### src/rtl/subleq_pkg.sv
// Shared definitions for the SUBLEQ core: default widths, FSM state encoding
// and the branch-to-self halt test.
package subleq_pkg;

  localparam int DEF_DATA_W = 8;
  localparam int DEF_ADDR_W = 8;

  typedef enum logic [2:0] {
    S_IDLE,
    S_FETCH_A,
    S_FETCH_B,
    S_FETCH_C,
    S_READ_A,
    S_READ_B,
    S_WRITE_B,
    S_HALT
  } state_e;

  // A taken branch whose target is the current instruction halts the core.
  function automatic logic is_halt(
    input logic        leq,
    input logic [31:0] tgt,
    input logic [31:0] cur_pc
  );
    return leq && (tgt == cur_pc);
  endfunction

endpackage

### src/rtl/subleq_alu.sv
// SUBLEQ subtractor: diff = b - a (mod 2^DATA_W), leq = diff <= 0 signed.
// Ports: a (mem[A]), b (mem[B]) in; diff, leq out.
module subleq_alu
  import subleq_pkg::*;
#(
  parameter int DATA_W = DEF_DATA_W
) (
  input  logic [DATA_W-1:0] a,
  input  logic [DATA_W-1:0] b,
  output logic [DATA_W-1:0] diff,
  output logic              leq
);

  assign diff = b - a;
  assign leq  = diff[DATA_W-1] | (diff == '0);

endmodule

### src/rtl/subleq_core.sv
// SUBLEQ core: mem[B] -= mem[A]; branch to C if result <= 0, else pc += 3.
// Ports: clk/res, start/busy/halted, pc, req/ack memory bus, instr_cnt.
// Macro SUBLEQ_PERF_EN enables the saturating retired-instruction counter.
module subleq_core
  import subleq_pkg::*;
#(
  parameter int              DATA_W   = DEF_DATA_W,
  parameter int              ADDR_W   = DEF_ADDR_W,
  parameter logic [ADDR_W-1:0] RESET_PC = '0
) (
  input  logic              clk,
  input  logic              res,
  input  logic              start,
  output logic              busy,
  output logic              halted,
  output logic [ADDR_W-1:0] pc,
  output logic              mem_req,
  output logic              mem_we,
  output logic [ADDR_W-1:0] mem_addr,
  output logic [DATA_W-1:0] mem_wdata,
  input  logic [DATA_W-1:0] mem_rdata,
  input  logic              mem_ack,
  output logic [31:0]       instr_cnt
);

  state_e state_q, state_d;

  logic [ADDR_W-1:0] pc_q, pc_d;
  logic [ADDR_W-1:0] opa_q, opa_d;
  logic [ADDR_W-1:0] opb_q, opb_d;
  logic [ADDR_W-1:0] opc_q, opc_d;
  logic [DATA_W-1:0] va_q, va_d;
  logic [DATA_W-1:0] vb_q, vb_d;

  logic [DATA_W-1:0] diff;
  logic              leq;
  logic              halt_hit;

  subleq_alu #(.DATA_W(DATA_W)) u_alu (
    .a    (va_q),
    .b    (vb_q),
    .diff (diff),
    .leq  (leq)
  );

  assign halt_hit = is_halt(leq, 32'(opc_q), 32'(pc_q));

  always_ff @(posedge clk or posedge res) begin
    if (res) begin
      state_q <= S_IDLE;
      pc_q    <= RESET_PC;
      opa_q   <= '0;
      opb_q   <= '0;
      opc_q   <= '0;
      va_q    <= '0;
      vb_q    <= '0;
    end else begin
      state_q <= state_d;
      pc_q    <= pc_d;
      opa_q   <= opa_d;
      opb_q   <= opb_d;
      opc_q   <= opc_d;
      va_q    <= va_d;
      vb_q    <= vb_d;
    end
  end

  // Bus outputs are decoded from registered state only, so they
  // stay stable across wait cycles and drop to zero on reset.
  always_comb begin
    state_d   = state_q;
    pc_d      = pc_q;
    opa_d     = opa_q;
    opb_d     = opb_q;
    opc_d     = opc_q;
    va_d      = va_q;
    vb_d      = vb_q;
    mem_req   = 1'b0;
    mem_we    = 1'b0;
    mem_addr  = '0;
    mem_wdata = '0;
    unique case (state_q)
      S_IDLE, S_HALT: begin
        if (start) begin
          state_d = S_FETCH_A;
          pc_d    = RESET_PC;
        end
      end
      S_FETCH_A: begin
        mem_req  = 1'b1;
        mem_addr = pc_q;
        if (mem_ack) begin
          opa_d   = mem_rdata[ADDR_W-1:0];
          state_d = S_FETCH_B;
        end
      end
      S_FETCH_B: begin
        mem_req  = 1'b1;
        mem_addr = pc_q + ADDR_W'(1);
        if (mem_ack) begin
          opb_d   = mem_rdata[ADDR_W-1:0];
          state_d = S_FETCH_C;
        end
      end
      S_FETCH_C: begin
        mem_req  = 1'b1;
        mem_addr = pc_q + ADDR_W'(2);
        if (mem_ack) begin
          opc_d   = mem_rdata[ADDR_W-1:0];
          state_d = S_READ_A;
        end
      end
      S_READ_A: begin
        mem_req  = 1'b1;
        mem_addr = opa_q;
        if (mem_ack) begin
          va_d    = mem_rdata;
          state_d = S_READ_B;
        end
      end
      S_READ_B: begin
        mem_req  = 1'b1;
        mem_addr = opb_q;
        if (mem_ack) begin
          vb_d    = mem_rdata;
          state_d = S_WRITE_B;
        end
      end
      S_WRITE_B: begin
        mem_req   = 1'b1;
        mem_we    = 1'b1;
        mem_addr  = opb_q;
        mem_wdata = diff;
        if (mem_ack) begin
          if (halt_hit) begin
            state_d = S_HALT;
          end else begin
            state_d = S_FETCH_A;
            pc_d    = leq ? opc_q : pc_q + ADDR_W'(3);
          end
        end
      end
      default: state_d = S_IDLE;
    endcase
  end

  assign busy   = (state_q != S_IDLE) && (state_q != S_HALT);
  assign halted = (state_q == S_HALT);
  assign pc     = pc_q;

`ifdef SUBLEQ_PERF_EN
  logic [31:0] cnt_q, cnt_d;

  always_comb begin
    cnt_d = cnt_q;
    if (state_q == S_WRITE_B && mem_ack && cnt_q != '1) begin
      cnt_d = cnt_q + 32'd1;
    end
  end

  always_ff @(posedge clk or posedge res) begin
    if (res) cnt_q <= '0;
    else     cnt_q <= cnt_d;
  end

  assign instr_cnt = cnt_q;
`else
  assign instr_cnt = '0;
`endif

endmodule

### config.mk
export PLATFORM = sky130hd
export DESIGN_NAME = subleq_core
export DESIGN_NICKNAME = d
export VERILOG_FILES = /design/src/rtl/subleq_pkg.sv /design/src/rtl/subleq_alu.sv /design/src/rtl/subleq_core.sv
export SDC_FILE = /design/constraint.sdc
export NUM_CORES = 1
export LEC_CHECK = 0
export BUFFER_PORTS_ARGS = -buffer_cell sky130_fd_sc_hd__clkbuf_2
export CAP_MARGIN = 20
export CORE_MARGIN = 5
export CORE_UTILIZATION = 30
export CTS_BUF_LIST = sky130_fd_sc_hd__clkbuf_8
export DETAILED_ROUTE_END_ITERATION = 16
export GPL_ROUTABILITY_DRIVEN = 1
export SYNTH_ARGS = -nofsm -noshare
export SYNTH_HDL_FRONTEND = slang
export SYNTH_SLANG_ARGS = --single-unit
export TNS_END_PERCENT = 50
### constraint.sdc
create_clock -name clk -period 3.19 [get_ports clk]
set_input_delay 0.957 -clock clk [delete_from_list [all_inputs] [get_ports clk]]
set_output_delay 0.957 -clock clk [all_outputs]
set_load 0.01 [all_outputs]
* Word-level counts from Yosys, hierarchy flattened
Index checks and enable logic that the tools add are counted.
** Storage, ports and cells
- Bits in registers :: 51
- Bits of input ports :: 12
- Output and inout bits :: 60
- Logic and storage cells :: 63
** Cells by class
- Add/sub/neg operators :: 4
- Equal/unequal tests :: 17
- Multiplexer cells :: 18
- Bitwise logic cells :: 1
- Reduce and logical (&&, ||, !) cells :: 16
** Operators with widths (count)
- 2-to-1 mux 8 bit :: 5
- one-hot mux 8 bit (5 select lines) :: 1
- 2-to-1 mux 3 bit :: 8
- one-hot mux 3 bit (7 select lines) :: 1
- adder 8 x 2 -> 8 bit, second input constant :: 2
- != test 2 bit, second input constant :: 8
- one-hot mux 8 bit (2 select lines) :: 1
- == test 3 bit, second input constant :: 4
- AND reduction 2 bit :: 5
- adder 8 x 1 -> 8 bit, second input constant :: 1
- == test 8 bit :: 1
- logical NOT 8 bit :: 1
- subtractor 8 bit :: 1
- AND reduction 7 bit :: 1
- == test 3 x 2 -> 1 bit, second input constant :: 2
- OR reduction 6 bit :: 1
- AND reduction 4 bit :: 1
- OR reduction 2 bit :: 2
- == test 3 x 1 -> 1 bit, second input constant :: 1
- logical NOT 3 bit :: 1
- != test 3 bit, second input constant :: 1
- nonzero test 3 bit :: 1
- logical AND 1 bit :: 2
- 2-to-1 mux 1 bit :: 2
- other kinds (2) :: 2

* Longest topological paths before layout
- Depth after elaboration :: 7
- Mapped depth :: 12
- Depth with buffers taken out :: 11

* Hierarchy
Synthesis repeated with hierarchy kept, for this count alone.
** Second synthesis, totals
- Cell total of the unflattened synthesis :: 350
- Area, all modules :: 3437.0 um^2
** By module, submodules not included
- subleq_core :: instances 1, cells an instance 303, area an instance 3074.2 um^2, seq. area each 1276.2 um^2
- subleq_alu :: instances 1, cells an instance 47, area an instance 362.8 um^2, seq. area each 0.0 um^2

* Least setup slack after synthesis
No wires, ideal clock.
- Kind :: reg-to-output
- Start point :: reg vb_q[1]
- End point :: out mem_wdata[7]
- Arrival time :: 1.717 ns
- Required time :: 2.233 ns
- Path slack :: 0.516 ns
- Cell stages (with the launch flop) :: 7
- Cell sequence :: dfrtp_1 -> ha_1 -> and2b_1 -> o21ai_2 -> a2bb2oi_2 -> xnor2_1 -> and2_1
** Between the ends
- Cells in the longest elaborated chain, start to end :: 2
** Ends and longest elaborated chain
- start: declaration :: RTL line subleq_core.sv:33 : logic [DATA_W-1:0] vb_q, vb_d;
- start signal: assignment :: RTL line subleq_core.sv:64 : vb_q <= vb_d;
- subtractor 8 bit :: RTL line subleq_alu.sv:14 : assign diff = b - a;
- 2-to-1 mux 8 bit :: RTL line subleq_core.sv:82 : unique case (state_q)
- end: declaration :: RTL line subleq_core.sv:20 : output logic [DATA_W-1:0] mem_wdata,
No other way between the ends.

* Final worst setup path
- Start point :: reg vb_q[0]
- End point :: out mem_wdata[4]
The elaborated chain is that of the path after synthesis.

==> impl_metrics.env <==
export IMPL_postRouteAntennaNets=0
export IMPL_die_area_um2=14400
export IMPL_drive_above_1_share_pct=27.8
export IMPL_holdBufCountCts=0
export IMPL_avgSynthCellArea_um2=9.23
export IMPL_worstMarginPinSlew_ns=0.805
export IMPL_dr_first_iter_drc_count=229
export IMPL_power_leakage_nw=1.78
export IMPL_root_buffer="clkbuf_8"
export IMPL_grt_max_degree=32
export IMPL_ys_warn_count=0
export IMPL_clk_pin_slew_ns=0.11
export IMPL_finalHoldViolCount=0
export IMPL_grt_overflow_total=0
export IMPL_io_pins=72
export IMPL_arrival_ns=2.18
export IMPL_insertion_delay_ns=0.31
export IMPL_ys_seq_area_share_pct=35.1
export IMPL_worst_setup_path_end_kind="primary output"
export IMPL_fin_nets=459
export IMPL_dpl_hpwl_mm=7.31
export IMPL_hp_start="opa_q[5]"
export IMPL_grt_pass1_vias=2777
export IMPL_wl_per_cell_um=16.0
export IMPL_vias=3009
export IMPL_drcViolationCount=0
export IMPL_synth_edf_count=0
export IMPL_setup_slack_ns=0.0493
export IMPL_finClkSkew_ns=0.00880
export IMPL_p_per_area_nw_per_um2=1210
export IMPL_clock_path_buffers=2
export IMPL_path_class="register to primary output"
export IMPL_n_antenna_cell=0
export IMPL_fillers=1223
export IMPL_final_common_cell="dfrtp_1"
export IMPL_grt_pass1_wl_mm=14.9
export IMPL_die_w_um=120
export IMPL_path_max_fanout=2
export IMPL_antenna_found_initial=0
export IMPL_r2r_start="vb_q[0]"
export IMPL_synthToLayoutAreaGrowth_pct=11.2
export IMPL_tritoncts="built"
export IMPL_pre_cts_ws_ns=0.252
export IMPL_synth_distinct_cells=60
export IMPL_critPathLaunchType="register"
export IMPL_rsz0062_at_grt="true"
export IMPL_synth_area_um2=3630
export IMPL_rows=40
export IMPL_synth_async_reset_ratio_pct=100
export IMPL_slew_headroom_pct=46.1
export IMPL_fin_tns_setup_ns=0
export IMPL_place_gp_congestion=0.913
export IMPL_cap_violations=0
export IMPL_worst_ep_required_time_ns=2.23
export IMPL_period_share_pct=98.5
export IMPL_final_util_pct=33.8
export IMPL_routed_via_density=5.17
export IMPL_hold_path_class="register to register"
export IMPL_cts_max_level=2
export IMPL_port_buffers=39
export IMPL_fin_cells=582
export IMPL_core_um2=12000
export IMPL_start_util_pct=30.4
export IMPL_worstSetupStartpoint="vb_q[0]"
export IMPL_dieHeight_um=120
export IMPL_synthFlopType="dfrtp_1"
export IMPL_period_needed_ns=3.14
export IMPL_cts_sinks=51
export IMPL_syn_inst=394
export IMPL_setup_violations=0
export IMPL_wirelength_mm=9.31
export IMPL_ir_worst_vdd_mv=0.521
export IMPL_cts_buffers=5
export IMPL_placed_cells=571
export IMPL_synth_seq_cells=51
export IMPL_track_usage_pct=12.8
export IMPL_max_clock_freq_mhz=318
export IMPL_firstDrtPassIters=5
export IMPL_finalMaxSlewViolations=0
export IMPL_final_cell_mix="dfrtp_1 (48), clkbuf_2 (37), mux2_2 (34), conb_1 (32), nor2_1 (30)"
export IMPL_outcome="finished clean"
power breakdown:
group	internal [mW]	switching, mW	total [mW]
combinational	1.45	1.71	3.16
clock	0.166	0.247	0.413
sequential	0.961	0.342	1.30
cells by family after synthesis:
kind of cell,synth area share [%]
multiplexers,13.3
other,0.103
XOR/XNOR,3.86
buffers and inverters,11.7
flip-flops,35.1
AO/OA/AOI/OAI,16.9
adder cells (fa/ha/maj),4.68
AND/OR/NAND/NOR,14.4
layout make-up:
cell class	instances	area (um2)	share of cell area, %
clock buffers	5	68.8	1.70
flip-flops and latches	51	1280	31.7
repair buffers	56	323	7.99
well taps	147	184	4.55
multi-input cells	298	2080	51.3
clock inverters	3	28.8	0.712
inverters	22	82.6	2.04
registers in the layout, summed over array words and instances, names as in the netlist:
register	cells
opa_q	8
opb_q	8
opc_q	8
pc	8
va_q	8
vb_q	8
state_q	3
what timing repair did:
item / 4_1_cts / 5_1_grt
resized for setup: 0 / 12
setup endpoints to repair: 0 / 8
setup buffers: 0 / 3
critical path, stage by stage (launching register included):
cell and delay, ns:
dfrtp_1 0.40, inv_2 0.08, ha_4 0.12, inv_2 0.03, fa_2 0.36, a211oi_2 0.27
buf_4 0.16, nor2_2 0.04, xnor2_1 0.19, nor2_1 0.08, buf_2 0.14
layer usage:
layer	vias to the layer above	GRT usage, %	part of all wire (%)
met5	-	0	0
met4	0	4.87	2.7
met3	18	2.54	7.3
met2	117	20.8	47
met1	1460	16.9	43
li1	1414	-	-
Yosys cell counts (3+ instances only):
cell | count | area share [%]
buf_4 | 33 | 6.8
a311oi_1 | 4 | 0.96
and3_1 | 3 | 0.52
nor2_1 | 31 | 3.2
a21oi_1 | 20 | 2.8
mux2_2 | 34 | 11
ha_1 | 12 | 4.1
clkbuf_1 | 17 | 1.8
inv_1 | 21 | 2.2
o21a_1 | 4 | 0.83
nand3_1 | 8 | 1.1
o32ai_1 | 7 | 1.7
o21ai_0 | 20 | 2.8
dfrtp_1 | 51 | 35
xnor2_1 | 14 | 3.4
a221oi_1 | 5 | 1.2
nor3_1 | 11 | 1.5
nand2_1 | 26 | 2.7
nand2b_1 | 4 | 0.69
a211oi_2 | 3 | 1.0
mux2i_1 | 10 | 2.8
nor2b_1 | 5 | 0.86
nor4_1 | 3 | 0.52
nand4_1 | 3 | 0.52
worst paths after layout:
check / end / slack (ns) / depth (start not counted)
worst max-delay path: mem_wdata[4] / 0.05 / 10
worst min-delay path: opa_q[5] / 0.52 / 1
worst max register to register: pc[3] / 0.16 / 13
worst min register to register: opa_q[5] / 0.52 / 1
max in group asynchronous: state_q[0] / 1.83 / 3
min in group asynchronous: opc_q[6] / 0.71 / 2
metrics by stage:
step	hold WS (ns)	area, um2	total power, mW
CTS	0.520	3990	4.76
global placement	0.488	3890	4.27
global route	0.534	4040	5.27
floorplan	0.479	3750	3.58
detailed placement	0.494	3890	4.33
finish	0.517	4040	4.87
Power figures use the tool's default switching activity.
